`config.mk`:
```
export PLATFORM = sky130hd
export DESIGN_NAME = lane_gate_ctrl_flat
export DESIGN_NICKNAME = d
export VERILOG_FILES = /design/src/rtl/etc_pkg.sv /design/src/rtl/lane_gate_ctrl_if.sv /design/src/rtl/rr_arb3.sv /design/src/rtl/lane_gate_ctrl.sv /design/src/flat_wrapper.sv
export SDC_FILE = /design/constraint.sdc
export NUM_CORES = 1
export LEC_CHECK = 0
export ABC_AREA = 1
export CAP_MARGIN = 20
export CORE_MARGIN = 8
export CORE_UTILIZATION = 51
export CTS_BUF_LIST = sky130_fd_sc_hd__clkbuf_16
export CTS_CLUSTER_DIAMETER = 60
export CTS_CLUSTER_SIZE = 10
export DETAILED_ROUTE_END_ITERATION = 8
export PLACE_DENSITY_LB_ADDON = 0.2
export SLEW_MARGIN = 25
export SYNTH_ARGS = -nofsm -noshare
export SYNTH_HDL_FRONTEND = slang
export SYNTH_SLANG_ARGS = --single-unit
```
`constraint.sdc`:
```
create_clock -name clk -period 2.06 [get_ports clk]
set_clock_uncertainty 0.2 [all_clocks]
set_input_delay 0.412 -clock clk [delete_from_list [all_inputs] [get_ports clk]]
set_output_delay 0.412 -clock clk [all_outputs]
set_load 0.01 [all_outputs]
```
`src/rtl/etc_pkg.sv`:
```
// Shared types and constants for the toll-station lane logic: FSM encoding,
// lane indices and the car-count width used by the counter and service blocks.
package etc_pkg;

    localparam int CNT_W = 2;
    typedef logic [CNT_W-1:0] cnt_t;

    typedef logic [1:0] lane_t;
    localparam lane_t LANE1 = 2'd0;
    localparam lane_t LANE2 = 2'd1;
    localparam lane_t LANE3 = 2'd2;

    typedef enum logic [1:0] {
        IDLE = 2'b00,
        REQ  = 2'b01,
        OPEN = 2'b10,
        DONE = 2'b11
    } state_e;

    // Next lane in round-robin order, wrapping lane 3 back to lane 1.
    function automatic lane_t next_lane(lane_t l);
        case (l)
            LANE1:   return LANE2;
            LANE2:   return LANE3;
            default: return LANE1;
        endcase
    endfunction

    // Barrier bit for a lane index.
    function automatic logic [2:0] lane_onehot(lane_t l);
        return 3'b001 << l;
    endfunction

endpackage

```
`src/rtl/lane_gate_ctrl_if.sv`:
```
// Handshake between the lane service controller and the ETC tag reader.
// The controller raises tag_req with tag_lane; the reader answers with a
// tag_ack strobe qualified by tag_ok.
interface lane_gate_ctrl_if;
    import etc_pkg::*;

    logic  tag_req;
    lane_t tag_lane;
    logic  tag_ack;
    logic  tag_ok;

    modport master (
        output tag_req,
        output tag_lane,
        input  tag_ack,
        input  tag_ok
    );

    modport slave (
        input  tag_req,
        input  tag_lane,
        output tag_ack,
        output tag_ok
    );

endinterface

```
`src/rtl/rr_arb3.sv`:
```
// Three-request round-robin arbiter. The search begins at the lane after the
// last granted one, so simultaneous requesters are served in rotating order.
module rr_arb3
    import etc_pkg::*;
(
    input  logic [2:0] req,
    input  lane_t      last,
    output lane_t      grant,
    output logic       valid
);

    lane_t first;
    lane_t second;
    lane_t third;

    assign first  = next_lane(last);
    assign second = next_lane(first);
    assign third  = next_lane(second);

    // Pick the first requester in rotating priority order.
    always_comb begin
        grant = first;
        valid = 1'b1;
        if (req[first]) begin
            grant = first;
        end else if (req[second]) begin
            grant = second;
        end else if (req[third]) begin
            grant = third;
        end else begin
            valid = 1'b0;
        end
    end

endmodule

```
`src/rtl/lane_gate_ctrl.sv`:
```
// Service side of the three-lane car counter. Compares each lane's arrival
// count with its served count, picks a waiting lane round-robin, reads its
// ETC tag, opens the barrier for a fixed time on a paid tag, and retires the
// car. Invalid tags and reader timeouts raise a one-cycle alarm and still
// retire the car.
module lane_gate_ctrl
    import etc_pkg::*;
#(
    parameter int OPEN_CYCLES = 8,
    parameter int ACK_TIMEOUT = 16
) (
    input  logic              clk,
    input  logic              reset_n,
    input  cnt_t              car1,
    input  cnt_t              car2,
    input  cnt_t              car3,
    lane_gate_ctrl_if.master  tag_if,
    output logic [2:0]        gate_open,
    output logic              alarm,
    output cnt_t              served1,
    output cnt_t              served2,
    output cnt_t              served3,
    output logic              busy
);

    // One timer serves both the ack wait and the barrier hold time.
    localparam int TMR_MAX = (ACK_TIMEOUT > OPEN_CYCLES) ? ACK_TIMEOUT : OPEN_CYCLES;
    localparam int TMR_W   = $clog2(TMR_MAX + 1);
    localparam logic [TMR_W-1:0] ACK_LAST  = TMR_W'(ACK_TIMEOUT - 1);
    localparam logic [TMR_W-1:0] OPEN_LAST = TMR_W'(OPEN_CYCLES - 1);

    state_e           state_q,    state_d;
    logic [TMR_W-1:0] timer_q,    timer_d;
    lane_t            tag_lane_q, tag_lane_d;
    lane_t            last_q,     last_d;
    cnt_t             served_q [3];
    cnt_t             served_d [3];
    logic             alarm_q,    alarm_d;

    cnt_t       pending [3];
    logic [2:0] lane_req;
    lane_t      arb_grant;
    logic       arb_valid;

    // Cars waiting per lane: arrivals minus services, modulo the count width.
    assign pending[LANE1] = car1 - served_q[LANE1];
    assign pending[LANE2] = car2 - served_q[LANE2];
    assign pending[LANE3] = car3 - served_q[LANE3];

    assign lane_req[LANE1] = (pending[LANE1] != '0);
    assign lane_req[LANE2] = (pending[LANE2] != '0);
    assign lane_req[LANE3] = (pending[LANE3] != '0);

    rr_arb3 u_arb (
        .req   (lane_req),
        .last  (last_q),
        .grant (arb_grant),
        .valid (arb_valid)
    );

    // Next-state logic for the service FSM, timer, grant latch and served counts.
    always_comb begin
        // NOTE: every signal gets a default before the case so no path leaves
        // it unassigned (no latch); blocking assignments are correct here.
        state_d    = state_q;
        timer_d    = timer_q;
        tag_lane_d = tag_lane_q;
        last_d     = last_q;
        served_d   = served_q;
        alarm_d    = 1'b0;

        case (state_q)
            IDLE: begin
                timer_d = '0;
                if (arb_valid) begin
                    tag_lane_d = arb_grant;
                    state_d    = REQ;
                end
            end

            REQ: begin
                // An ack on the final timeout cycle takes priority.
                if (tag_if.tag_ack) begin
                    timer_d = '0;
                    if (tag_if.tag_ok) begin
                        state_d = OPEN;
                    end else begin
                        alarm_d = 1'b1;
                        state_d = DONE;
                    end
                end else if (timer_q == ACK_LAST) begin
                    alarm_d = 1'b1;
                    state_d = DONE;
                end else begin
                    timer_d = timer_q + 1'b1;
                end
            end

            OPEN: begin
                if (timer_q == OPEN_LAST) begin
                    state_d = DONE;
                end else begin
                    timer_d = timer_q + 1'b1;
                end
            end

            DONE: begin
                served_d[tag_lane_q] = served_q[tag_lane_q] + 1'b1;
                last_d               = tag_lane_q;
                state_d              = IDLE;
            end

            default: state_d = IDLE;
        endcase
    end

    // State registers; reset drops the transaction and closes the barriers.
    always_ff @(posedge clk or negedge reset_n) begin
        // NOTE: sequential state uses non-blocking assignments only, so every
        // flop samples pre-edge values regardless of statement order.
        if (!reset_n) begin
            state_q    <= IDLE;
            timer_q    <= '0;
            tag_lane_q <= LANE1;
            last_q     <= LANE3;
            alarm_q    <= 1'b0;
            // NOTE: the served counts are a tiny register array, not RAM, and
            // must start at zero to match the arrival counters, so reset them.
            for (int i = 0; i < 3; i++) begin
                served_q[i] <= '0;
            end
        end else begin
            state_q    <= state_d;
            timer_q    <= timer_d;
            tag_lane_q <= tag_lane_d;
            last_q     <= last_d;
            alarm_q    <= alarm_d;
            served_q   <= served_d;
        end
    end

    // Outputs decoded from registered state; gates are only open in OPEN.
    assign tag_if.tag_req  = (state_q == REQ);
    assign tag_if.tag_lane = tag_lane_q;
    assign gate_open       = (state_q == OPEN) ? lane_onehot(tag_lane_q) : 3'b000;
    assign alarm           = alarm_q;
    assign busy            = (state_q != IDLE);
    assign served1         = served_q[LANE1];
    assign served2         = served_q[LANE2];
    assign served3         = served_q[LANE3];

endmodule

```
`src/flat_wrapper.sv`:
```
// flat-port wrapper written by rule: the top's interface ports become plain ports
module lane_gate_ctrl_flat import etc_pkg::*;
#(
    parameter int OPEN_CYCLES = 8,
    parameter int ACK_TIMEOUT = 16
)
  (clk, reset_n, car1, car2, car3, gate_open, alarm, served1, served2, served3, busy, tag_if_tag_req, tag_if_tag_lane, tag_if_tag_ack, tag_if_tag_ok);
  lane_gate_ctrl_if tag_if_i ();
  input  logic clk;
  input  logic reset_n;
  input  cnt_t car1;
  input  cnt_t car2;
  input  cnt_t car3;
  output logic [2:0] gate_open;
  output logic alarm;
  output cnt_t served1;
  output cnt_t served2;
  output cnt_t served3;
  output logic busy;
  output wire logic [$bits(tag_if_i.tag_req)-1:0] tag_if_tag_req;
  output wire logic [$bits(tag_if_i.tag_lane)-1:0] tag_if_tag_lane;
  input wire logic [$bits(tag_if_i.tag_ack)-1:0] tag_if_tag_ack;
  input wire logic [$bits(tag_if_i.tag_ok)-1:0] tag_if_tag_ok;
  assign tag_if_tag_req = tag_if_i.tag_req;
  assign tag_if_tag_lane = tag_if_i.tag_lane;
  assign tag_if_i.tag_ack = tag_if_tag_ack;
  assign tag_if_i.tag_ok = tag_if_tag_ok;
  lane_gate_ctrl #(.OPEN_CYCLES(OPEN_CYCLES), .ACK_TIMEOUT(ACK_TIMEOUT)) u_core (.clk(clk), .reset_n(reset_n), .car1(car1), .car2(car2), .car3(car3), .tag_if(tag_if_i), .gate_open(gate_open), .alarm(alarm), .served1(served1), .served2(served2), .served3(served3), .busy(busy));
endmodule
```
# Word level (Yosys, flattened, before mapping)
# Index checks and enable logic that the tools add are counted.
[word_totals]
wordCells = 82
register_bits = 18
input_bits = 10
output_inout_bits = 14
[op_classes]
reduce_logical = 13
add_sub_neg = 5
n_mux = 36
n_lt_le_gt_ge = 5
n_bitwise = 1
n_shift = 1
eq_ne = 13
[ops]
columns = ["operator", "count"]
rows = [
  ["2-bit 2-to-1 mux", 10],
  ["5-bit 2-to-1 mux", 3],
  ["5-bit one-hot mux with 3 select lines", 1],
  ["2-bit one-hot mux with 2 select lines", 3],
  ["1-bit 2-to-1 mux", 11],
  ["2-bit by 3-bit less-than comparator with 1-bit output (second input constant)", 3],
  ["2-bit by 1-bit == test with 1-bit output (second input constant)", 4],
  ["2-bit logical NOT", 4],
  ["2-bit one-hot mux with 4 select lines", 1],
  ["2-bit nonzero test", 4],
  ["1-bit binary-select mux with 2-bit select", 3],
  ["6-bit bitwise mux", 1],
  ["3-bit AND reduction", 2],
  ["2-bit subtractor", 3],
  ["5-bit by 1-bit adder with 5-bit output (second input constant)", 1],
  ["5-bit by 3-bit == test with 1-bit output (second input constant)", 1],
  ["5-bit by 4-bit == test with 1-bit output (second input constant)", 1],
  ["2-bit binary-select mux with 2-bit select", 1],
  ["2-bit demux with 2-bit select", 1],
  ["2-bit == test (second input constant)", 2],
  ["2-bit by 1-bit inequality test with 1-bit output (second input constant)", 2],
  ["3-bit >= comparator (second input constant)", 1],
  ["3-bit by 1-bit less-than comparator with 1-bit output (second input constant)", 1],
  ["3-bit 2-to-1 mux", 1],
  ["other kinds (9)", 9],
]

# Longest topological paths before layout
# Gate-level depths: netlist of run 1.
[depth]
ltp_word = 13
ltp_mapped = 12
ltp_nobuf = 12

# Modules after synthesis
# From an unflattened synthesis of run 1, not the netlist that was laid out.
[unflattened]
cells_unflattened = 184
hier_area_um2 = 1244.9
[modules_own_cells]
columns = ["mod", "area_each_um2", "instances", "cells_per_inst"]
rows = [
  ["lane_gate_ctrl", 1103.6, 1, 150],
  ["rr_arb3", 141.4, 1, 34],
]

# Least setup slack after synthesis of run 1
# No wires, ideal clock.
[synth_path]
kind = "reg2reg"
from = "register u_core.timer_q[0]"
to = "register u_core.timer_q[0]"
path_stages_with_launch = 12
path_slack_ps = 282
arrival_time_ps = 1499
period_less_slack_ps = 1778
required_ps = 1781
setup_ps = 79
cell_sequence = "dfrtp_1 -> ha_1 -> nand2_1 -> nor2_1 -> ha_1 -> inv_1 -> nor2_1 -> inv_1 -> nand3b_1 -> inv_1 -> nand2_1 -> mux2i_1"
[synth_via]
elab_chain_cells = 4
[synth_lines]
columns = ["element", "line_no", "source"]
rows = [
  ["start, declared", "lane_gate_ctrl.sv:33", "logic [TMR_W-1:0] timer_q, timer_d;"],
  ["start signal, assigned", "lane_gate_ctrl.sv:134", "timer_q <= timer_d;"],
  ["5-bit by 1-bit adder with 5-bit output", "lane_gate_ctrl.sv:95, lane_gate_ctrl.sv:103", ""],
  ["5-bit 2-to-1 mux", "lane_gate_ctrl.sv:91", "end else if (timer_q == ACK_LAST) begin"],
  ["5-bit 2-to-1 mux", "lane_gate_ctrl.sv:83", "if (tag_if.tag_ack) begin"],
  ["5-bit one-hot mux with 3 select lines", "lane_gate_ctrl.sv:72", "case (state_q)"],
]
# Several ways; a longest one is shown, not always the timed one. The select of a mux whose other input is x is not followed.
# A chain may end at the register's enable or synchronous reset.

# Worst setup path in the final report of run 1
[layout_path]
from = "register u_core.tag_lane_q[1], in the netlist u_core.tag_if.tag_lane[1]"
to = "output port tag_if_tag_lane[1]"
[layout_lines]
columns = ["element", "line_no", "source"]
rows = [
  ["start, declared", "lane_gate_ctrl.sv:34", "lane_t tag_lane_q, tag_lane_d;"],
  ["start signal, assigned", "lane_gate_ctrl.sv:135", "tag_lane_q <= tag_lane_d;"],
  ["end, declared", "flat_wrapper.sv:21", "output wire logic [$bits(tag_if_i.tag_lane)-1:0] tag_if_tag_lane;"],
]
# No word-level cell between the ends.

==> results of run 1 <==
-- kinds of logic (layout without fill, tap and decap cells) --
kind of cell | Yosys count | after routing
XOR/XNOR | 2 | 2
AO/OA/AOI/OAI | 22 | 22
multiplexers | 2 | 2
flip-flops | 18 | 18
AND/OR/NAND/NOR | 91 | 91
adder cells (fa/ha/maj) | 6 | 6
buffers and inverters | 32 | 70
-- registers in the layout, indices dropped and copies added, names as in the netlist --
signal	cells
u_core.state_q	2
u_core.tag_if.tag_lane	2
u_core.served1	2
u_core.alarm	1
u_core.timer_q	5
u_core.last_q	2
u_core.served2	2
u_core.served3	2
-- worst register-to-register path, delay by kind of cell (launching register included) --
| kind | cells | cell delay [ps] |
|---|---|---|
| adder cells (fa/ha/maj) | 2 | 430 |
| flip-flops | 1 | 410 |
| buffers and inverters | 4 | 390 |
| AND/OR/NAND/NOR | 4 | 350 |
| AO/OA/AOI/OAI | 1 | 60 |
-- synth_stat cells --
library cell and n:
sky130_fd_sc_hd__xor2_1 1, sky130_fd_sc_hd__ha_1 6, sky130_fd_sc_hd__nand4_1 1, sky130_fd_sc_hd__nand3_1 11, sky130_fd_sc_hd__a21oi_1 4, sky130_fd_sc_hd__nand3b_1 1, sky130_fd_sc_hd__o21bai_1 1, sky130_fd_sc_hd__xnor2_1 1
sky130_fd_sc_hd__nand3_2 2, sky130_fd_sc_hd__o22ai_1 2, sky130_fd_sc_hd__o21ai_0 7, sky130_fd_sc_hd__nor2_1 8, sky130_fd_sc_hd__a31oi_1 2, sky130_fd_sc_hd__inv_1 26, sky130_fd_sc_hd__nand2_2 10, sky130_fd_sc_hd__a21boi_0 1
sky130_fd_sc_hd__dfstp_2 1, sky130_fd_sc_hd__o21ai_1 3, sky130_fd_sc_hd__nand2_1 56, sky130_fd_sc_hd__o221ai_1 1, sky130_fd_sc_hd__mux2i_1 1, sky130_fd_sc_hd__nor2_4 1, sky130_fd_sc_hd__nor3_1 1, sky130_fd_sc_hd__inv_2 6
sky130_fd_sc_hd__dfrtp_1 17, sky130_fd_sc_hd__mux2_2 1, sky130_fd_sc_hd__o221ai_2 1
-- layer usage --
layer | global-route usage | routed length, um | part of all wire | up-vias
met5 | 0 | 0 | 0 | -
met4 | 0.0627 | 60 | 0.018 | 0
met3 | 0.0395 | 234 | 0.071 | 7
met2 | 0.302 | 1740 | 0.53 | 59
met1 | 0.159 | 1260 | 0.38 | 584
li1 | - | - | - | 623
-- worst max path at each step --
stage	from	endpoint	slack, ps	depth (start not counted)
final	u_core.tag_if.tag_lane[1]	tag_if_tag_lane[1]	40	2
after global routing	u_core.timer_q[0]	u_core.timer_q[4]	-8	11
after CTS	u_core.state_q[0]	gate_open[0]	30	5
after detailed placement	car3[1]	u_core.tag_if.tag_lane[1]	-1	12
after global placement	u_core.state_q[0]	gate_open[2]	50	5
after floorplan	u_core.timer_q[0]	u_core.timer_q[0]	280	11
-- through the flow --
step / total power, uW / hold WS (ps) / TNS (ps) / cells / util
detailed placement: 2110 / 310 / -2.18 / 232 / 0.689
floorplan: 1530 / -83.6 / 0 / 173 / -
finish: 2570 / 289 / 0 / 239 / 0.738
global placement: 2050 / 293 / 0 / 232 / 0.689
global route: 2760 / 320 / -19.7 / 239 / 0.738
CTS: 2510 / 297 / 0 / 236 / 0.724
-- cell type report --
class,count,area [sq um],area share
multi-input cells,123,672,0.404
flip-flops and latches,18,452,0.272
repair buffers,34,305,0.184
inverters,32,120,0.0722
clock buffers,3,75.1,0.0451
well taps,28,35.0,0.0211
clock inverters,1,3.75,0.00226
-- where the power goes --
group | internal, uW | leakage [uW] | switching, uW
clock network | 258 | 0.0000385 | 135
registers | 487 | 0.000231 | 150
logic | 666 | 0.000569 | 878
-- repair_timing --
action | in CTS | in global routing
gates cloned | 0 | 0
resized for setup | 8 | 8
hold endpoints to repair | 0 | 0
setup buffers | 0 | 3
endpoints found under the setup margin | 5 | 7
hold buffers | 0 | 0
==> impl_metrics.py, run 1 <==
metrics = {
    "final_layout": {
        "fillerInstances": 180,
        "fin_area_sq_um": 1660,
        "areaGrowthSynthToFinish_pct": 35.5,
        "most_frequent_standard_cell_in_the_layout_excluding_fill_and_tap_cells": "sky130_fd_sc_hd__nand2_1",
        "layout.cells.most_common_list": "sky130_fd_sc_hd__nand2_1, sky130_fd_sc_hd__inv_1, sky130_fd_sc_hd__clkdlybuf4s50_1",
        "antenna_cells_inserted": 0,
        "final_net_count": 228,
        "final_layout_size_suffix_gt1_frac": 0.204,
    },
    "synth": {
        "yosys_warnings": 0,
        "post_synth_and_or_nand_nor_area_fraction": 0.332,
        "synth.area.mux_share": 0.0173,
        "register_area_share_after_synthesis": 0.368,
        "syn-num-nets": 189,
        "synth.ff_latch_count": 18,
        "synth_top_family_by_area": "simple AND/OR/NAND/NOR gates",
        "synth_top_cell_area_share": 0.347,
        "yosys-top-cells-area": "sky130_fd_sc_hd__dfrtp_1, sky130_fd_sc_hd__nand2_1, sky130_fd_sc_hd__inv_1",
        "synth_area_sq_um": 1230,
        "yosys.area_share.adder": 0.0612,
        "synthDistinctLibCells": 27,
        "post_synth_xor_area_fraction": 0.0143,
        "syn_area_per_cell_sq_um": 7.09,
        "synthCells": 173,
        "area_fraction_in_compound_gates_after_synthesis": 0.109,
        "post-synth-top-area-cell": "sky130_fd_sc_hd__dfrtp_1",
    },
    "timing": {
        "setup_ws_ps": 40.9,
        "worstMarginPinSlew_ps": 490,
        "fin_crit_ps": 2020,
        "achievable-frequency_ghz": 0.495,
        "min_period_over_period": 0.980,
        "setup_violators_final": 0,
        "report.final.hold_viol_count": 0,
        "worst_slew_margin_rel": 0.670,
        "finalMaxSlewViolations": 0,
    },
    "place": {
        "placed_cell_area_sq_um": 1550,
        "io_buffers": 23,
        "detailed_place_hpwl_mm": 2.45,
        "gpl.final_weighted_congestion": 0.930,
        "detailedPlace.worstSlack_ps": -1.41,
    },
    "clock_tree": {
        "tritoncts": "yes",
        "clock_latency_late_sink_ps": 250,
        "number_of_buffers_created_by_cts": 3,
        "reg_clk_slew_reported_paths_ps": 50,
        "cts_num_sinks": 18,
        "htreeDepth": 1,
        "cts_buffer_depth": 2,
        "cts-root-buf": "sky130_fd_sc_hd__clkbuf_16",
    },
    "worst_setup_path": {
        "worstRegToRegCells": 11,
        "critical_path_required_ps": 1450,
        "worst_path_max_delay_cell": "sky130_fd_sc_hd__clkdlybuf4s50_1",
        "setup.worst_path.class": "reg2out",
        "crit_fanout": 6,
        "cp_top_family": "buffers and inverters",
        "critical_path_arrival_ps": 1410,
        "slowest_delay_ps": 530,
        "worst-path-buf-inv": 2,
        "cp-start-kind": "register",
        "timing.critical_path.to_type": "output pin",
        "critical_path.cell_chain": "buf_4, clkdlybuf4s50_1",
        "worst_r2r_endpoint": "u_core.timer_q[4]",
        "ff2ff_setup_slack_ps": 100,
        "timing.rr.start": "u_core.timer_q[0]",
    },
    "detailed_routing": {
        "drt.antenna.violating_nets": 0,
        "via_count": 1273,
        "detailed_route_iter0_violations": 50,
        "drt-vias-per-instance": 5.33,
        "avgRoutedWirePerCell_um": 13.8,
        "drc": 0,
        "drt-pass1-iter-count": 4,
        "wl_mm": 3.30,
    },
    "global_route": {
        "grt_pass1_vias": 1255,
        "antenna_found_initial": 0,
        "grt_first_pass_wirelength_mm": 5.47,
        "grt.total_usage": 0.158,
        "pin_count_of_the_biggest_net_entering_global_routing": 19,
        "grt_overflow": 0,
    },
    "floorplan": {
        "fp.dieW_um": 65.1,
        "core.rowCount": 17,
        "floorplan.initialDensity": 0.544,
        "die_h_um": 65.1,
        "ios": 24,
        "design.die.area_sq_um": 4230,
        "placeableCoreArea_sq_um": 2250,
    },
    "hold_path": {
        "min-delay-path-class": "in2async",
    },
    "status": {
        "status": "finished clean",
    },
    "run": {
        "max_cap_viol_count": 0,
    },
    "power_and_ir_drop": {
        "power_density_nw_per_um2": 1550,
        "worst_ir_drop_vdd_mv": 0.875,
        "cellLeakagePower_uw": 0.000839,
    },
}
Note: power is estimated with default switching activity, not from simulation.
==> inputs of run 2 (changes only) <==
Settings changed: ABC_AREA 1 to not set, CORE_UTILIZATION 51 to 48.
==> impl_metrics.py, run 2 <==
metrics = {
    "place": {
        "detailedPlace.worstSlack_ps": -92.5,
        "detailed_place_hpwl_mm": 1.77,
        "gpl.final_weighted_congestion": 0.824,
        "io_buffers": 23,
        "numPlacedInstances": 161,
    },
    "detailed_routing": {
        "detailed_route_iter0_violations": 24,
        "via_count": 903,
        "drt-pass1-iter-count": 5,
        "drt.antenna.violating_nets": 0,
        "wl_mm": 2.51,
        "drt-vias-per-instance": 5.41,
        "avgRoutedWirePerCell_um": 15.0,
        "drc": 0,
    },
    "synth": {
        "synth_top_cell_area_share": 0.412,
        "synth-main-ff-cell": "sky130_fd_sc_hd__dfrtp_1",
        "yosys_warnings": 0,
        "synth.top_cells.by_count": "sky130_fd_sc_hd__dfrtp_1, sky130_fd_sc_hd__xnor2_1, sky130_fd_sc_hd__nand2_1",
        "post-synth-top-area-cell": "sky130_fd_sc_hd__dfrtp_1",
        "synth_edf_count": 0,
        "syn-num-nets": 116,
        "yosys-top-cells-area": "sky130_fd_sc_hd__dfrtp_1, sky130_fd_sc_hd__xnor2_1, sky130_fd_sc_hd__ha_1",
        "synthDistinctLibCells": 39,
        "register_area_share_after_synthesis": 0.438,
        "leading_cell_type_by_number_of_instances_after_synthesis": "sky130_fd_sc_hd__dfrtp_1",
        "synthCells": 100,
        "syn_area_per_cell_sq_um": 10.3,
        "ys_async_sr_fraction": 1.00,
        "synth.ff_latch_count": 18,
        "synth_area_sq_um": 1030,
    },
    "final_layout": {
        "max_flop_register": "u_core.timer_q",
        "most_frequent_standard_cell_in_the_layout_excluding_fill_and_tap_cells": "sky130_fd_sc_hd__clkdlybuf4s50_1",
        "final_layout_size_suffix_gt1_frac": 0.229,
        "final_net_count": 157,
        "areaGrowthSynthToFinish_pct": 47.2,
        "postLayoutCoreUtil": 0.759,
        "finish.cell_count_without_fillers": 167,
        "layout.cells.most_common_list": "sky130_fd_sc_hd__clkdlybuf4s50_1, sky130_fd_sc_hd__dfrtp_1, sky130_fd_sc_hd__buf_4",
        "largest_register_ff_count": 5,
        "antenna_cells_inserted": 0,
    },
    "worst_setup_path": {
        "timing.critical_path.to_type": "register",
        "setup.worst_path.class": "reg2reg",
        "critical_path_required_ps": 2000,
        "cp-start-kind": "register",
        "crit_fanout": 6,
        "critical_path_arrival_ps": 1940,
    },
    "floorplan": {
        "core.rowCount": 16,
        "fp.dieW_um": 62.4,
        "floorplan.initialDensity": 0.516,
        "design.die.area_sq_um": 3890,
        "ios": 24,
        "placeableCoreArea_sq_um": 2000,
        "die_h_um": 62.4,
    },
    "power_and_ir_drop": {
        "cell_internal_pwr_uw": 1410,
        "p_sw_uw": 856,
        "combPwrFrac": 0.527,
        "worst_ir_drop_vdd_mv": 0.916,
        "clock_power_share": 0.174,
        "p_seq_frac": 0.299,
        "cellLeakagePower_uw": 0.000662,
        "power_density_nw_per_um2": 1490,
        "switching_share": 0.378,
    },
    "clock_tree": {
        "htreeDepth": 1,
        "reg_clk_slew_reported_paths_ps": 50,
        "cts_buffer_depth": 2,
        "clock_latency_late_sink_ps": 250,
        "cts-root-buf": "sky130_fd_sc_hd__clkbuf_16",
        "tritoncts": "yes",
        "number_of_buffers_created_by_cts": 3,
        "cts_num_sinks": 18,
    },
    "timing": {
        "grt_setup_unrepaired": "false",
        "min_period_over_period": 0.972,
        "achievable-frequency_ghz": 0.500,
        "worst_slew_margin_rel": 0.745,
        "fin_crit_ps": 2000,
        "setup_violators_final": 0,
        "worstMarginPinSlew_ps": 382,
        "report.final.hold_viol_count": 0,
        "worst_hold_slack_after_final_layout_ps": 296,
        "finalMaxSlewViolations": 0,
        "setup_ws_ps": 58.5,
    },
    "global_route": {
        "pin_count_of_the_biggest_net_entering_global_routing": 19,
        "grt_first_pass_wirelength_mm": 4.22,
        "grt_pass1_vias": 942,
        "grt.total_usage": 0.130,
        "antenna_found_initial": 0,
        "grt_overflow": 0,
    },
    "status": {
        "status": "finished clean",
    },
    "run": {
        "max_cap_viol_count": 0,
    },
    "hold_path": {
        "min-delay-path-class": "in2async",
    },
}
## run 2: final cells by class
cell class | count | area (sq um)
clock buffers | 3 | 75.1
inverters | 7 | 26.3
repair buffers | 37 | 327
well taps | 27 | 33.8
fillers | 137 | 483
multi-input cells | 74 | 602
clock inverters | 1 | 3.75
flip-flops and latches | 18 | 452
## run 2: what timing repair did
action,CTS,global route
resized for setup,8,10
hold endpoints to repair,0,0
endpoints found under the setup margin,8,8
hold buffers,0,0
pin swaps,1,1
setup buffers,1,1
## run 2: final timing paths
path	end	startpoint	cells past startpoint	slack [ps]
max	u_core.timer_q[2]	u_core.state_q[0]	6	60
min	u_core.state_q[1]	reset_n	2	300
max reg2reg	u_core.timer_q[2]	u_core.state_q[0]	6	60
min reg2reg	u_core.served1[1]	u_core.served1[1]	1	320
max in group asynchronous	u_core.last_q[1]	reset_n	2	1110
min in group clk	u_core.served1[1]	u_core.served1[1]	1	320
## run 2: critical path, cell delays in order (launching register included)
cell	delay, ps
sky130_fd_sc_hd__dfrtp_1	390
sky130_fd_sc_hd__buf_4	160
sky130_fd_sc_hd__ha_4	160
sky130_fd_sc_hd__nor2b_2	160
sky130_fd_sc_hd__a221o_2	410
sky130_fd_sc_hd__o21bai_1	170
sky130_fd_sc_hd__a22o_1	230
## run 2: stage by stage
stage               total power, uW  TNS, ps  area, sq um
floorplan                      1280        0         1030
global placement               1780     -180         1390
detailed placement             1820     -346         1390
CTS                            2230        0         1480
global route                   2430        0         1520
finish                         2260        0         1520
## run 2: layer usage
metal,wire (um),GRT usage,vias to the layer above
met5,0,0,-
met4,61,0.0513,0
met3,175,0.0394,7
met2,1140,0.211,32
met1,1130,0.156,427
li1,-,-,437
## run 2: power by group through the flow
stage,clock [uW],sequential [uW],combinational (uW)
floorplan,0,675,605
global placement,0,671,1110
detailed placement,0,683,1140
CTS,402,673,1150
global route,418,699,1320
finish,394,676,1190
## run 2: kinds of logic (layout without fill, tap and decap cells)
kind of cell / count (synthesis) / after routing / synth area share
buffers and inverters: 8 / 48 / 0.0291
AND/OR/NAND/NOR: 30 / 30 / 0.168
multiplexers: 4 / 4 / 0.0424
AO/OA/AOI/OAI: 22 / 22 / 0.148
XOR/XNOR: 12 / 12 / 0.102
adder cells (fa/ha/maj): 6 / 6 / 0.0727
flip-flops: 18 / 18 / 0.438
==> inputs of run 3 (changes only) <==
Settings changed: CORE_ASPECT_RATIO set to 1.4.
==> impl_metrics.py, run 3 (synthesized netlist as in run 2, its figures left out) <==
metrics = {
    "status": {
        "status": "finished clean",
    },
    "timing": {
        "report.final.hold_viol_count": 0,
        "min_period_over_period": 0.978,
        "worst_slew_margin_rel": 0.790,
        "setup_violators_final": 0,
        "grt_setup_unrepaired": "false",
        "finalMaxSlewViolations": 0,
        "worstMarginPinSlew_ps": 313,
        "setup_ws_ps": 46.0,
        "fin_crit_ps": 2010,
        "achievable-frequency_ghz": 0.497,
    },
    "floorplan": {
        "floorplan.initialDensity": 0.491,
        "ios": 24,
        "die_h_um": 70.9,
        "design.die.area_sq_um": 3910,
        "core.rowCount": 20,
        "fp.dieW_um": 55.2,
        "placeableCoreArea_sq_um": 2100,
    },
    "detailed_routing": {
        "wl_mm": 2.54,
        "drc": 0,
        "via_count": 889,
        "detailed_route_iter0_violations": 29,
        "drt-pass1-iter-count": 4,
        "drt-vias-per-instance": 5.36,
        "drt.antenna.violating_nets": 0,
        "avgRoutedWirePerCell_um": 15.3,
    },
    "clock_tree": {
        "number_of_buffers_created_by_cts": 3,
        "cts_buffer_depth": 2,
        "cts_num_sinks": 18,
        "tritoncts": "yes",
        "clock_latency_late_sink_ps": 250,
        "cts-root-buf": "sky130_fd_sc_hd__clkbuf_16",
        "htreeDepth": 1,
        "reg_clk_slew_reported_paths_ps": 50,
        "cts_hold_buf": 0,
    },
    "worst_setup_path": {
        "timing.critical_path.to_type": "register",
        "cp-start-kind": "register",
        "critical_path_required_ps": 2000,
        "setup.worst_path.class": "reg2reg",
        "crit_fanout": 6,
        "critical_path_arrival_ps": 1950,
    },
    "global_route": {
        "grt_pass1_vias": 983,
        "grt.total_usage": 0.144,
        "grt_overflow": 0,
        "pin_count_of_the_biggest_net_entering_global_routing": 19,
        "grt_first_pass_wirelength_mm": 4.33,
        "antenna_found_initial": 0,
    },
    "place": {
        "detailedPlace.worstSlack_ps": -69.9,
        "detailed_place_hpwl_mm": 1.84,
        "io_buffers": 23,
        "gpl.final_weighted_congestion": 0.752,
        "numPlacedInstances": 158,
    },
    "final_layout": {
        "final_layout_size_suffix_gt1_frac": 0.229,
        "largest_register_ff_count": 5,
        "areaGrowthSynthToFinish_pct": 49.0,
        "postLayoutCoreUtil": 0.732,
        "max_flop_register": "u_core.timer_q",
        "fillerInstances": 152,
        "antenna_cells_inserted": 0,
        "layout.cells.most_common_list": "sky130_fd_sc_hd__clkdlybuf4s50_1, sky130_fd_sc_hd__buf_4, sky130_fd_sc_hd__dfrtp_1",
        "final_net_count": 161,
        "finish.cell_count_without_fillers": 166,
    },
    "power_and_ir_drop": {
        "power_density_nw_per_um2": 1480,
        "cellLeakagePower_uw": 0.000678,
        "worst_ir_drop_vdd_mv": 0.844,
    },
    "hold_path": {
        "min-delay-path-class": "in2async",
    },
    "run": {
        "max_cap_viol_count": 0,
    },
}
run 3: cell count changes in the layout (fill, tap and decap cells not counted):
cell	change
sky130_fd_sc_hd__clkbuf_2	-1
sky130_fd_sc_hd__clkdlybuf4s15_1	+1
sky130_fd_sc_hd__o31ai_1	+2
sky130_fd_sc_hd__o31ai_2	-2
sky130_fd_sc_hd__buf_4	+4
sky130_fd_sc_hd__o21ai_1	+1
sky130_fd_sc_hd__o21ai_0	-1
run 3: final timing paths:
kind / slack [ps] / depth (start not counted) / to / start
min in group clk: 310 / 1 / u_core.served3[1] / u_core.served3[1]
worst max-delay path: 50 / 6 / u_core.timer_q[2] / u_core.timer_q[0]
max in group asynchronous: 1100 / 2 / u_core.last_q[1] / reset_n
worst max register to register: 50 / 6 / u_core.timer_q[2] / u_core.timer_q[0]
worst min register to register: 310 / 1 / u_core.served3[1] / u_core.served3[1]
worst min-delay path: 290 / 2 / u_core.state_q[0] / reset_n
run 3: cell type report:
cell class | instances | area (sq um) | area share
Clock buffer | 3 | 75.1 | 0.0488
Clock inverter | 1 | 3.75 | 0.00244
Inverter | 7 | 26.3 | 0.0171
Multi-Input combinational cell | 74 | 592 | 0.385
Sequential cell | 18 | 452 | 0.294
Tap cell | 22 | 27.5 | 0.0179
Timing Repair Buffer | 41 | 362 | 0.235
run 3: per-stage QoR:
| stage | hold slack [ps] | setup TNS, ps | power [uW] | cell area, sq um |
|---|---|---|---|---|
| global placement | 300 | -105 | 1790 | 1390 |
| global route | 326 | 0 | 2450 | 1540 |
| CTS | 305 | 0 | 2270 | 1520 |
| floorplan | -83.6 | 0 | 1280 | 1030 |
| detailed placement | 315 | -202 | 1830 | 1390 |
| finish | 294 | 0 | 2280 | 1540 |
run 3: critical path: stages, from the launching register on:
cell                       delay, ps
sky130_fd_sc_hd__dfrtp_1         380
sky130_fd_sc_hd__ha_2            190
sky130_fd_sc_hd__and3_4          180
sky130_fd_sc_hd__ha_4            160
sky130_fd_sc_hd__a221o_2         380
sky130_fd_sc_hd__o21bai_1        170
sky130_fd_sc_hd__a22o_1          230
run 3: power breakdown:
part	switching (uW)	internal (uW)
Clock	134	258
Sequential	145	503
Combinational	559	678
run 3: what timing repair did:
action	CTS	global route
gates resized for setup	10	6
pin swaps	3	1
setup buffers	4	0
endpoints found under the setup margin	8	7
run 3: routing by layer:
metal	vias to the layer above	routed length [um]	GRT usage	part of all wire
met5	-	0	0	0
met4	0	45	0.0563	0.018
met3	5	80	0.0356	0.032
met2	19	1370	0.239	0.54
met1	425	1040	0.166	0.41
li1	440	-	-	-
==> variant 1, RTL diff (config.mk and constraints of run 3) <==
`OPEN_CYCLES` is set to 8 in 2 places; all go to 4.
--- a/src/rtl/lane_gate_ctrl.sv
+++ b/src/rtl/lane_gate_ctrl.sv
@@ -7,5 +7,5 @@
     import etc_pkg::*;
 #(
-    parameter int OPEN_CYCLES = 8,
+    parameter int OPEN_CYCLES = 4,
     parameter int ACK_TIMEOUT = 16
 ) (
--- a/src/flat_wrapper.sv
+++ b/src/flat_wrapper.sv
@@ -2,5 +2,5 @@
 module lane_gate_ctrl_flat import etc_pkg::*;
 #(
-    parameter int OPEN_CYCLES = 8,
+    parameter int OPEN_CYCLES = 4,
     parameter int ACK_TIMEOUT = 16
 )
Check against the original RTL: not equivalent (Yosys sat finds a counterexample within 10 cycles, from zero or initial values and one cycle with reset_n low).
==> variant 1 against run 3 <==
- power increased by 7.0%
- routed wire length increased by 10%
- final area increased by 6.5%
- synthesized area rose by 7.4%
- setup slack worse by 0.0062 ns
- sequential cell count did not move
- maximum frequency down 0.31%
==> variant 1: results (changes against run 3) <==
Outcome
  – Result of the run: complete, no violations (unchanged)

Worst setup path
  – Setup slack, reg-to-reg: 0.04 ns
  – Slowest stage cell on the critical path: a221o_2 (was dfrtp_1)
  – Crit-path max cell delay: 0.41 ns (was 0.38 ns)

Route
  – Detailed-route wire length per cell: 16.78 um (was 15.28 um)
  – Drt first-iter violations: 14 (was 29)
  – Per-cell via count in the routed design: 5.569 (was 5.355)
  – Count of TritonRoute iterations in the first routing pass: 4 (unchanged)

Pwr
  – Max VDD drop: 0.7593 mV (was 0.8436 mV)
  – Leakage dissipation: 0.7221 nW (was 0.6782 nW)

Layout
  – Fin nets: 162 (was 161)
  – Proportion of layout cells with a drive suffix above 1: 0.3310 (was 0.2292)
  – Number of standard cells in the final layout excluding fillers: 167 (was 166)

Clocking
  – Post-CTS repair timing setup buffer count: 2 (was 4)
  – Resized cells post-CTS: 12 (was 10)

Worst hold path
  – Type of the worst min-delay path: in2async (unchanged)

Global route
  – Via count of the first global-routing pass: 1010 (was 983)
  – Wire length of the first global-routing pass: 4636 um (was 4326 um)
  – Total track usage: 0.1401 (was 0.1441)

Synthesis
  – Netlist cell types: 35 (was 39)
  – Cell types occupying the most area after synthesis: dfrtp_1 38%, ha_1 6.8%, xor2_1 4.7% (was dfrtp_1 41%, xnor2_1 8.5%, ha_1 7.3%)
  – Most numerous cell types in the synthesized netlist: 17 x dfrtp_1, 7 x inv_1, 7 x nor2_1 (was 17 x dfrtp_1, 10 x xnor2_1, 8 x nand2_1)
  – Sequential cell area fraction in the yosys report: 0.4074 (was 0.4376)

STA
  – Final hold slack: 0.2968 ns (was 0.2939 ns)
  – Fmax achieved: 495.0 MHz (was 496.5 MHz)

Place
  – Placed cell area: 1464 um^2 (was 1394 um^2)
  – HPWL after detailed placement: 2044 um (was 1845 um)
  – Placer congestion estimate: 0.8505 (was 0.7518)
  – Pre-CTS WS: -0.2043 ns (was -0.06988 ns)
-- variant 1: final timing paths --
check,endpoint,startpoint,depth (start not counted)
worst max register to register,u_core.timer_q[3],u_core.timer_q[0],6
max in group asynchronous,u_core.last_q[1],reset_n,2
worst max-delay path,u_core.timer_q[3],u_core.timer_q[0],6
min in group clk,u_core.served3[1],u_core.served3[1],1
worst min register to register,u_core.served3[1],u_core.served3[1],1
worst min-delay path,u_core.served3[1],reset_n,2
-- variant 1: where the power goes --
group	internal (mW)	switching [mW]	total, mW
clock	0.258	0.134	0.392
combinational	0.765	0.654	1.42
sequential	0.483	0.141	0.624
total	1.51	0.929	2.44
-- variant 1: critical path: cells and delay by family (launching register included) --
family | cells | cell delay, ns
fa+ha+maj | 2 | 0.35
flops | 1 | 0.38
compound gates | 3 | 0.79
simple gates | 1 | 0.18
-- variant 1: cell type report --
class | instances | area, um^2 | share of cell area
sequential | 18 | 451.7 | 0.2758
clock inverter | 1 | 3.754 | 0.002292
clock buffer | 3 | 75.07 | 0.04584
tap | 22 | 27.53 | 0.01681
timing repair buffer | 44 | 377.9 | 0.2307
multi-input combinational | 72 | 675.6 | 0.4125
inverter | 7 | 26.28 | 0.01604
-- variant 1: cell families (layout without fill, tap and decap cells) --
| kind of cell | Yosys count | in the layout | share of synthesized area |
|---|---|---|---|
| simple gates | 30 | 30 | 0.1761 |
| compound gates | 19 | 19 | 0.1377 |
| flops | 18 | 18 | 0.4075 |
| xor+xnor | 12 | 12 | 0.1016 |
| buf+inv | 10 | 55 | 0.05983 |
| fa+ha+maj | 6 | 6 | 0.06772 |
| mux | 5 | 5 | 0.04966 |
-- variant 1: layer usage --
layer  global-route usage  part of all wire
met1               0.1443              0.39
met2               0.2531              0.55
met3              0.03310             0.043
met4              0.07239             0.016
met5                    0                 0
==> variant 2, RTL diff (flow settings as in run 3) <==
Without the edit above. Re-encode `state_e` (4 states) as one-hot, 4 bits wide.
--- a/src/rtl/etc_pkg.sv
+++ b/src/rtl/etc_pkg.sv
@@ -11,9 +11,9 @@
     localparam lane_t LANE3 = 2'd2;
 
-    typedef enum logic [1:0] {
-        IDLE = 2'b00,
-        REQ  = 2'b01,
-        OPEN = 2'b10,
-        DONE = 2'b11
+    typedef enum logic [3:0] {
+        IDLE = 4'b0001,
+        REQ  = 4'b0010,
+        OPEN = 4'b0100,
+        DONE = 4'b1000
     } state_e;
 
Formal check against the unedited RTL: no difference found for any inputs over 10 cycles, from zero or initial values and one cycle with reset_n low; not proved beyond that.
==> variant 2 against run 3 <==
- the flow now finishes with violations (negative setup slack)
- sequential cell count is 2 higher
- critical path depth decreased by 3
- combinational power grew 3%
- largest cell class unchanged
- via count up 25%
- global-route usage grew 2.2 points
- synthesized area increased by 14%
- routed wire length rose by 38%
- power is 1.1% higher
- setup slack got worse by 0.15 ns
- final area grew 22%
- hold slack improved by 0.019 ns
==> variant 2: results (changes against run 3) <==
Synthesis
  – Number of nets in the synthesized netlist: 122 (was 116)
  – Synthesized netlist cell count: 110 (was 100)
  – Sequential cell area fraction in the yosys report: 0.4290 (was 0.4376)

Worst setup path
  – Arr. time, crit path: 1.55 ns (was 1.95 ns)
  – CP Max Fanout: 3 (was 6)
  – Slowest stage cell on the critical path: or4b_4 (was dfrtp_1)
  – Cells on worst reg2reg path: 8 (was 6)
  – Setup slack, reg-to-reg: -0.07 ns (was 0.05 ns)
  – Reg2Reg Capture Point: u_core.timer_q[1] (was u_core.timer_q[2])

Pwr
  – Fraction of power spent switching nets: 0.3609 (was 0.3679)
  – Net switching power: 0.8307 mW (was 0.8375 mW)
  – Power drawn by the combinational cells: 1.28 mW (was 1.24 mW)
  – Clock group total power: 0.402 mW (was 0.392 mW)

Route
  – Drt first-iter violations: 43 (was 29)
  – Overall routed net length: 3500 um (was 2537 um)
  – Total number of vias: 1115 (was 889)

STA
  – Final setup margin: -0.1031 ns (was 0.04600 ns)
  – Least-Margin Pin Slew: 0.3515 ns (was 0.3134 ns)
  – Final setup violation count: 7 (was 0)

Layout
  – Fin nets: 185 (was 161)
  – Count of filler cells inserted in the layout: 150 (was 152)

Global route
  – Wire length of the first global-routing pass: 5630 um (was 4326 um)
  – Pin count of the biggest net entering global routing: 21 (was 19)

Outcome
  – Failing checks: negative setup slack
  – Result of the run: finished with violations (was complete, no violations)

Place
  – HPWL after detailed placement: 2353 um (was 1845 um)
  – Placed cell area: 1652 um^2 (was 1394 um^2)
  – Number of placed cells counting well taps: 183 (was 158)
## variant 2: timing repair
action,4_1_cts,5_1_grt
cloned,0,0
resized for setup,33,13
pin swaps,8,10
setup endpoints to repair,10,10
buffers inserted,6,2
## variant 2: how the worst max path moves through the flow
stage / to / cells past startpoint / startpoint
finish: gate_open[2] / 3 / u_core.state_q[1]
CTS: u_core.timer_q[3] / 7 / u_core.timer_q[1]
detailed placement: gate_open[0] / 3 / u_core.state_q[1]
global placement: gate_open[2] / 3 / u_core.state_q[1]
global route: u_core.timer_q[1] / 8 / u_core.timer_q[0]
floorplan: u_core.timer_q[3] / 7 / u_core.timer_q[0]
## variant 2: worst max-delay path: cells and delay by family (launching register included)
kind                   cells  cell delay (ns)
AND/OR/NAND/NOR            2             0.75
flip-flops                 1             0.39
buffers and inverters      1             0.16
## variant 2: logic make-up (layout without fill, tap and decap cells)
logic type	after synthesis	in the layout	share of synthesized area
simple gates	34	34	0.1750
compound gates	28	28	0.1910
flops	20	20	0.4290
xor+xnor	11	11	0.08218
buf+inv	9	71	0.04590
mux	6	6	0.05549
fa+ha+maj	2	2	0.02134
## variant 2: cell type report
class / count / share of cell area
clock inverters: 1 / 0.001993
inverters: 6 / 0.01993
well taps: 23 / 0.01528
multi-input cells: 81 / 0.3734
clock buffers: 3 / 0.03987
repair buffers: 61 / 0.2824
flip-flops and latches: 20 / 0.2671
## variant 2: metal layers
metal | GRT usage | part of all wire | up-vias | wire, um
met3 | 0.04325 | 0.047 | 6 | 163
li1 | - | - | 525 | -
met1 | 0.1865 | 0.41 | 550 | 1419
met5 | 0 | 0 | - | 0
met2 | 0.3003 | 0.53 | 34 | 1862
met4 | 0.04918 | 0.015 | 0 | 54
